**src/rtl/enc16_pkg.sv**
```systemverilog
// rtl/enc16_pkg.sv - shared sizes and FSM state encoding for the 16-to-4 arbiter
package enc16_pkg;

    localparam int N_IN   = 16;
    localparam int CODE_W = 4;

    typedef enum logic {
        IDLE  = 1'b0,
        OFFER = 1'b1
    } state_e;

endpackage

```
**src/rtl/pri_enc_16x4.sv**
```systemverilog
// rtl/pri_enc_16x4.sv - combinational 16-to-4 priority encoder, lowest set index wins
module pri_enc_16x4
    import enc16_pkg::*;
(
    input  logic [N_IN-1:0]   vec_i,
    output logic [CODE_W-1:0] idx_o,
    output logic              found_o
);

    // Scan downward so the last hit written is the lowest set index.
    always_comb begin
        idx_o   = '0;
        found_o = 1'b0;
        for (int i = N_IN - 1; i >= 0; i--) begin
            if (vec_i[i]) begin
                idx_o   = CODE_W'(i);
                found_o = 1'b1;
            end
        end
    end

endmodule

```
**src/rtl/enc_16x4_arb.sv**
```systemverilog
// rtl/enc_16x4_arb.sv - sticky 16-request arbiter offering a 4-bit code with valid/ack handshake
module enc_16x4_arb
    import enc16_pkg::*;
#(
    parameter int RR_MODE = 0
) (
    input  logic              clk,
    input  logic              reset,
    input  logic              En,
    input  logic [N_IN-1:0]   REQ,
    input  logic              ACK,
    output logic [CODE_W-1:0] CODE,
    output logic              VALID,
    output logic [N_IN-1:0]   PENDING
);

    state_e              state_q, state_d;
    logic [CODE_W-1:0]   code_q, code_d;
    logic [CODE_W-1:0]   ptr_q, ptr_d;
    logic [N_IN-1:0]     pending_q, pending_d;

    logic [CODE_W-1:0]   sel_code;
    logic                sel_found;
    logic                accept;
    logic [N_IN-1:0]     clr_mask;

    generate
        if (RR_MODE != 0) begin : g_rr
            logic [N_IN-1:0]   masked_vec;
            logic [CODE_W-1:0] idx_m, idx_u;
            logic              found_m, found_u;

            assign masked_vec = pending_q & ({N_IN{1'b1}} << ptr_q);

            pri_enc_16x4 u_pri_masked (
                .vec_i   (masked_vec),
                .idx_o   (idx_m),
                .found_o (found_m)
            );

            pri_enc_16x4 u_pri_all (
                .vec_i   (pending_q),
                .idx_o   (idx_u),
                .found_o (found_u)
            );

            // Fall back to the unmasked search when nothing sits at or above ptr.
            assign sel_code  = found_m ? idx_m : idx_u;
            assign sel_found = found_u;
        end else begin : g_fixed
            logic [N_IN-1:0]   rev_vec;
            logic [CODE_W-1:0] idx_r;
            logic              found_r;

            always_comb begin
                rev_vec = '0;
                for (int i = 0; i < N_IN; i++) begin
                    rev_vec[i] = pending_q[N_IN-1-i];
                end
            end

            pri_enc_16x4 u_pri_rev (
                .vec_i   (rev_vec),
                .idx_o   (idx_r),
                .found_o (found_r)
            );

            assign sel_code  = CODE_W'(N_IN - 1) - idx_r;
            assign sel_found = found_r;
        end
    endgenerate

    assign accept   = (state_q == OFFER) && ACK;
    assign clr_mask = accept ? (N_IN'(1) << code_q) : '0;

    // Clear before set so a same-cycle re-request of the granted bit survives.
    assign pending_d = (pending_q & ~clr_mask) | (REQ & {N_IN{En}});

    always_comb begin
        state_d = state_q;
        code_d  = code_q;
        ptr_d   = ptr_q;
        case (state_q)
            IDLE: begin
                if (En && sel_found) begin
                    state_d = OFFER;
                    code_d  = sel_code;
                end
            end
            OFFER: begin
                if (ACK) begin
                    state_d = IDLE;
                    if (RR_MODE != 0) begin
                        ptr_d = code_q + CODE_W'(1);
                    end
                end
            end
            default: state_d = IDLE;
        endcase
    end

    always_ff @(posedge clk) begin
        if (reset) begin
            state_q   <= IDLE;
            code_q    <= '0;
            ptr_q     <= '0;
            pending_q <= '0;
        end else begin
            state_q   <= state_d;
            code_q    <= code_d;
            ptr_q     <= ptr_d;
            pending_q <= pending_d;
        end
    end

    assign CODE    = code_q;
    assign VALID   = (state_q == OFFER);
    assign PENDING = pending_q;

endmodule

```
**config.mk**
```make
export PLATFORM = sky130hd
export DESIGN_NAME = enc_16x4_arb
export DESIGN_NICKNAME = d
export VERILOG_FILES = /design/src/rtl/enc16_pkg.sv /design/src/rtl/pri_enc_16x4.sv /design/src/rtl/enc_16x4_arb.sv
export SDC_FILE = /design/constraint.sdc
export NUM_CORES = 1
export LEC_CHECK = 0
export ABC_AREA = 1
export CORE_MARGIN = 5
export CORE_UTILIZATION = 42
export CTS_CLUSTER_SIZE = 40
export DETAILED_ROUTE_END_ITERATION = 16
export GPL_ROUTABILITY_DRIVEN = 0
export PLACE_DENSITY = 0.78
export SLEW_MARGIN = 0
export SYNTH_ARGS = -nofsm -noshare
export SYNTH_HDL_FRONTEND = slang
export SYNTH_SLANG_ARGS = --single-unit
export TNS_END_PERCENT = 10
```
**constraint.sdc**
```tcl
create_clock -name clk -period 1.4 [get_ports clk]
set_input_delay 0.28 -clock clk [delete_from_list [all_inputs] [get_ports clk]]
set_output_delay 0.28 -clock clk [all_outputs]
set_load 0.02 [all_outputs]
```
* Yosys cells after proc, flatten, opt, wreduce, memory -nomap -nowiden
Index checks and enable logic that the tools add are counted.
** Cells by class
- Add/subtract/negate cells :: 1
- Bitwise gates (word level) :: 5
- Muxes and demuxes :: 36
- Shifts and indexed selects :: 1
- Reductions and logical operators :: 3
** Operator list (count)
- $mux W4 :: 16
- $and A16 B16 Y16 :: 2
- $mux W1 :: 18
- $mux W16 :: 1
- $not A16 Y16 :: 1
- $or A16 B16 Y16 :: 1
- $shl A1 B4 Y16 const A :: 1
- $sub A4 B4 Y4 const A :: 1
- $logic_and A1 B1 Y1 :: 2
- $pmux W1 S2 :: 1
- $reduce_and A2 Y1 :: 1
- $not A1 Y1 :: 1
** Word-level totals
- Logic and storage cells :: 49
- Output and inout bits :: 21
- Bits of input ports :: 20
- Register bits after elaboration :: 21

* Longest topological paths before layout
- Word-level depth :: 19
- Gate-level depth with buffers :: 16
- Gate-level depth less buffers :: 16

* Hierarchy
From an unflattened synthesis, not the netlist that was laid out.
** Unflattened totals
- Cells, all modules :: 171
- Area total of the unflattened synthesis :: 1101.1 µm²
** By module, submodules not included
- enc_16x4_arb :: instances 1, cells each 122, area an instance 892.1 µm², seq. area each 420.4 µm²
- pri_enc_16x4 :: instances 1, cells each 49, area an instance 209.0 µm², seq. area each 0.0 µm²

* Worst setup path before layout
Ideal clock, no wire load.
- Path type :: reg2reg
- From :: register state_q, in the netlist VALID
- To :: register pending_q[0], in the netlist PENDING[0]
- Library setup time :: 134 ps
- Path buffers :: 1
- Data arrival time :: 1200 ps
- Clock period less this slack :: 1334 ps
- Path slack :: 66 ps
- Cell stages (with the launch flop) :: 6
- Required time :: 1266 ps
- Cells stage by stage :: dfxtp_1 > nand2_1 > or2_2 > buf_2 > o21ai_0 > a21oi_1
** On the way
- Cells in the longest elaborated chain, start to end :: 5
** Ends and longest elaborated chain
- start, declared :: RTL line enc_16x4_arb.sv:17 : state_e state_q, state_d;
- start signal, assigned :: RTL line enc_16x4_arb.sv:109 : state_q <= state_d;
- $logic_and A1 B1 Y1 :: RTL line enc_16x4_arb.sv:73 : assign accept = (state_q == OFFER) && ACK;
- $mux W16 :: RTL line enc_16x4_arb.sv:74 : assign clr_mask = accept ? (N_IN'(1) << code_q) : '0;
- $not A16 Y16 :: RTL line enc_16x4_arb.sv:77 : assign pending_d = (pending_q & ~clr_mask) | (REQ & {N_IN{En}});
- $and A16 B16 Y16 :: RTL line enc_16x4_arb.sv:77
- $or A16 B16 Y16 :: RTL line enc_16x4_arb.sv:77
- end signal, assigned :: RTL line enc_16x4_arb.sv:112 : pending_q <= pending_d;
- end, declared :: RTL line enc_16x4_arb.sv:20 : logic [N_IN-1:0] pending_q, pending_d;
No other way between the ends.
A chain may end at the register's enable or synchronous reset.

* Worst setup path in the final report
- From :: register pending_q[0], in the netlist PENDING[0]
- To :: output PENDING[0]
** RTL lines
- end, declared :: RTL line enc_16x4_arb.sv:14 : output logic [N_IN-1:0] PENDING
No word-level cell between the ends.

==> impl_results.md <==
* First-pass GRT wire length at 4780 um
* Final wirelength at approximately 2900 um
* Outcome: finished, final reports clean
* Core Util, Final at a little under two thirds
* Setup violators final at 0
* DP HPWL at between 2000 and 2500 um
* Distinct cells, synth at 19
* Peak supply drop at 613 uV
* Final hold slack at roughly 0.5 ns
* Layout Cells excl Fill at about 240
* Clock Skew at around 0.0074 ns
* CP Cell Sequence: dlygate4sd2_1
* Worst hold path class: flip-flop to flip-flop
* Die width at 59.5 um
* DR vias/cell at 4.95
* Filler Cells Inserted at 233
* Synth top area share at between 40 and 50%
* Pwr/cell area at just under 1000 nW/um2
* Largest net degree at the start of global routing at 17
* Post-Syn Area at about 1000 um2
* CTS root buffer: clkbuf_4
* Initial antenna violation count at 0
* Wirelength per Cell at ~12 um
* Max_slew headroom at 81.0%
* Syn nets at about 180
* DRC at 0
* Starting Density at around 43%
* Critical Path Source Type: flip-flop
* Synth warn at 0
* Vias in the first global route at about 1,100
* Slew of the pin with the lowest slew margin at 0.284 ns
* Register clock-pin slew on the reported worst setup and hold paths at ~0.11 ns
* GRT Total Usage at 17.4%
* Row count at 18
* Critical-path top delay cell: dfxtp_1
* Post-route ant nets at 0
* 1st-pass router iterations at 6
* Total CTS buffers at 3
* Grt ovf at 0
* DR vias at 1,164
* Register area share after synthesis at 40.8%
* I/O Buffers at 40
* Syn_area_per_cell at approximately 6.6 um2
* Crit-path max cell delay at between 0.4 and 0.5 ns
* Area leader, netlist: dfxtp_1
* Dpl ws at -0.167 ns
* IO Count at around 40
* DIE AREA at around 3500 um2
* Ranking of synthesized cells by area: dfxtp_1 41%, nand2_1 14%, a21oi_1 9.2%, o21ai_0 8.3%, inv_1 8.0%
* Longest Clk Path Bufs at 2
* Share of cells above drive strength 1 at 12.7%
* CTS tree: built
* Arrival time at the worst endpoint at ~1.1 ns
* Placeable Area at 2410 um2
* Max Slew Vio Count at 0
* Peak Freq at around 0.73 GHz
* Final setup margin at around 0.032 ns
* Clk_lat worst skew at 0.31 ns
* Final cycle utilization of the critical path at around 100%
* Post-layout min period at between 1 and 1.5 ns
* Mapped Cells at ~160
* Die height at around 60 um
* Leakage at roughly 0.74 nW
* Delay-heaviest family, CP: flip-flops
* Buf+Inv Stages, Crit Path at 1
* Initial drt markers at 24
* Sink Count at 21
* N_diodes at 0
* Synthesis-to-layout area growth at 49.2%
* FF+latch count, synth at 21
* Final Power at 1.51 mW
* RSZ-0062 raised after global routing: yes
* Max-cap violations at 0
* Placed cells at 229
* H-tree lvl count at 1
* Hold_buf cts at 0
* Critical path class: flip-flop to primary output
* Worst Path Required at roughly 1.1 ns
* Worst setup EP type: primary output
* Crit-path max FO at 5
* Hold Fails Final Rpt at 0
* Nets at about 230
worst register-to-register path: stages, from the launching register on:
cell     delay, ns
dfxtp_1       0.35
nor2_1        0.15
nand2_1       0.09
nor2_1        0.15
nor3_2        0.08
nor2_4        0.18
buf_4         0.15
nor2_1        0.04
a21oi_2       0.10
cell usage in the layout (no fill, tap or decap):
| cell | instances |
|---|---|
| nor3_1 | 1 |
| o21ai_0 | 17 |
| buf_4 | 11 |
| a31oi_1 | 1 |
| clkdlybuf4s50_1 | 19 |
| clkdlybuf4s15_1 | 1 |
| clkbuf_4 | 3 |
| nor2_1 | 8 |
| inv_2 | 3 |
| a21oi_2 | 1 |
| o21ai_1 | 2 |
| a21oi_1 | 19 |
| or2_2 | 1 |
| nand4_1 | 1 |
| inv_1 | 21 |
| nand3_1 | 11 |
| nand2_2 | 1 |
| clkbuf_1 | 1 |
| dfxtp_2 | 1 |
| nor3_2 | 2 |
| nor2_4 | 1 |
| nor2_2 | 1 |
| dlygate4sd2_1 | 20 |
| nand2_1 | 37 |
| a211oi_2 | 1 |
| dfxtp_1 | 20 |
metrics by stage:
| stage | instance area [um2] | TNS [ns] |
|---|---|---|
| after floorplan | 1030 | 0 |
| after global placement | 1510 | -1.51 |
| after detailed placement | 1510 | -1.93 |
| after CTS | 1510 | 0 |
| after global routing | 1540 | -0.267 |
| final | 1540 | 0 |
area by class of cell:
cell class	count	area, um2	area share, %
Tap cell	30	37.5	2.44
Clock buffer	4	26.3	1.71
Timing Repair Buffer	51	458	29.8
Sequential cell	21	422	27.4
Inverter	24	90.1	5.86
Multi-Input combinational cell	105	503	32.7
cell usage after synthesis:
master    count
o21ai_1       2
a31oi_1       1
a21oi_1      19
clkbuf_1      3
nor2_1        9
nor3_1        1
dfxtp_1      21
or2_2         1
nand3_1      11
a211oi_2      1
a21oi_2       1
o21ai_0      17
inv_1        22
nor3_2        2
buf_2         2
nor2_4        1
inv_2         2
nand4_1       1
nand2_1      38
worst paths after layout:
kind,from,endpoint,slack (ns),cells after the start
setup / recovery,PENDING[0]$_SDFF_PP0_,PENDING[0],0.03,1
hold / removal,PENDING[6]$_SDFF_PP0_,PENDING[6]$_SDFF_PP0_,0.50,2
setup reg to reg,PENDING[11]$_SDFF_PP0_,CODE[0]$_SDFFE_PP0P_,0.06,8
hold reg to reg,PENDING[6]$_SDFF_PP0_,PENDING[6]$_SDFF_PP0_,0.50,2
state kept, by name, indices dropped and copies added (netlist names):
| signal | count |
|---|---|
| VALID | 1 |
| CODE | 4 |
| PENDING | 16 |
power breakdown:
group / leakage [nW] / switching, mW / total (mW) / internal [mW]
clock network: 0.0150 / 0.191 / 0.302 / 0.111
logic: 0.548 / 0.290 / 0.517 / 0.227
registers: 0.175 / 0.0406 / 0.691 / 0.651
metal layers:
| layer | global-route usage (%) | vias up | wire [um] |
|---|---|---|---|
| met1 | 23.5 | 518 | 1280 |
| li1 | - | 599 | - |
| met5 | 0 | - | 0 |
| met4 | 4.75 | 0 | 57 |
| met2 | 27.8 | 39 | 1350 |
| met3 | 4.14 | 8 | 208 |
cell families after synthesis:
kind of cell / Yosys count / synth area share [%]
flip-flops: 21 / 40.8
buffers and inverters: 29 / 10.8
AND/OR/NAND/NOR: 64 / 27.2
AO/OA/AOI/OAI: 41 / 21.1
repair_timing:
| item | CTS | global route |
|---|---|---|
| setup buffers | 0 | 2 |
| resized for setup | 21 | 5 |
| pin swaps | 0 | 6 |
| endpoints found under the setup margin | 21 | 5 |
Note: power is estimated with default switching activity, not from simulation.
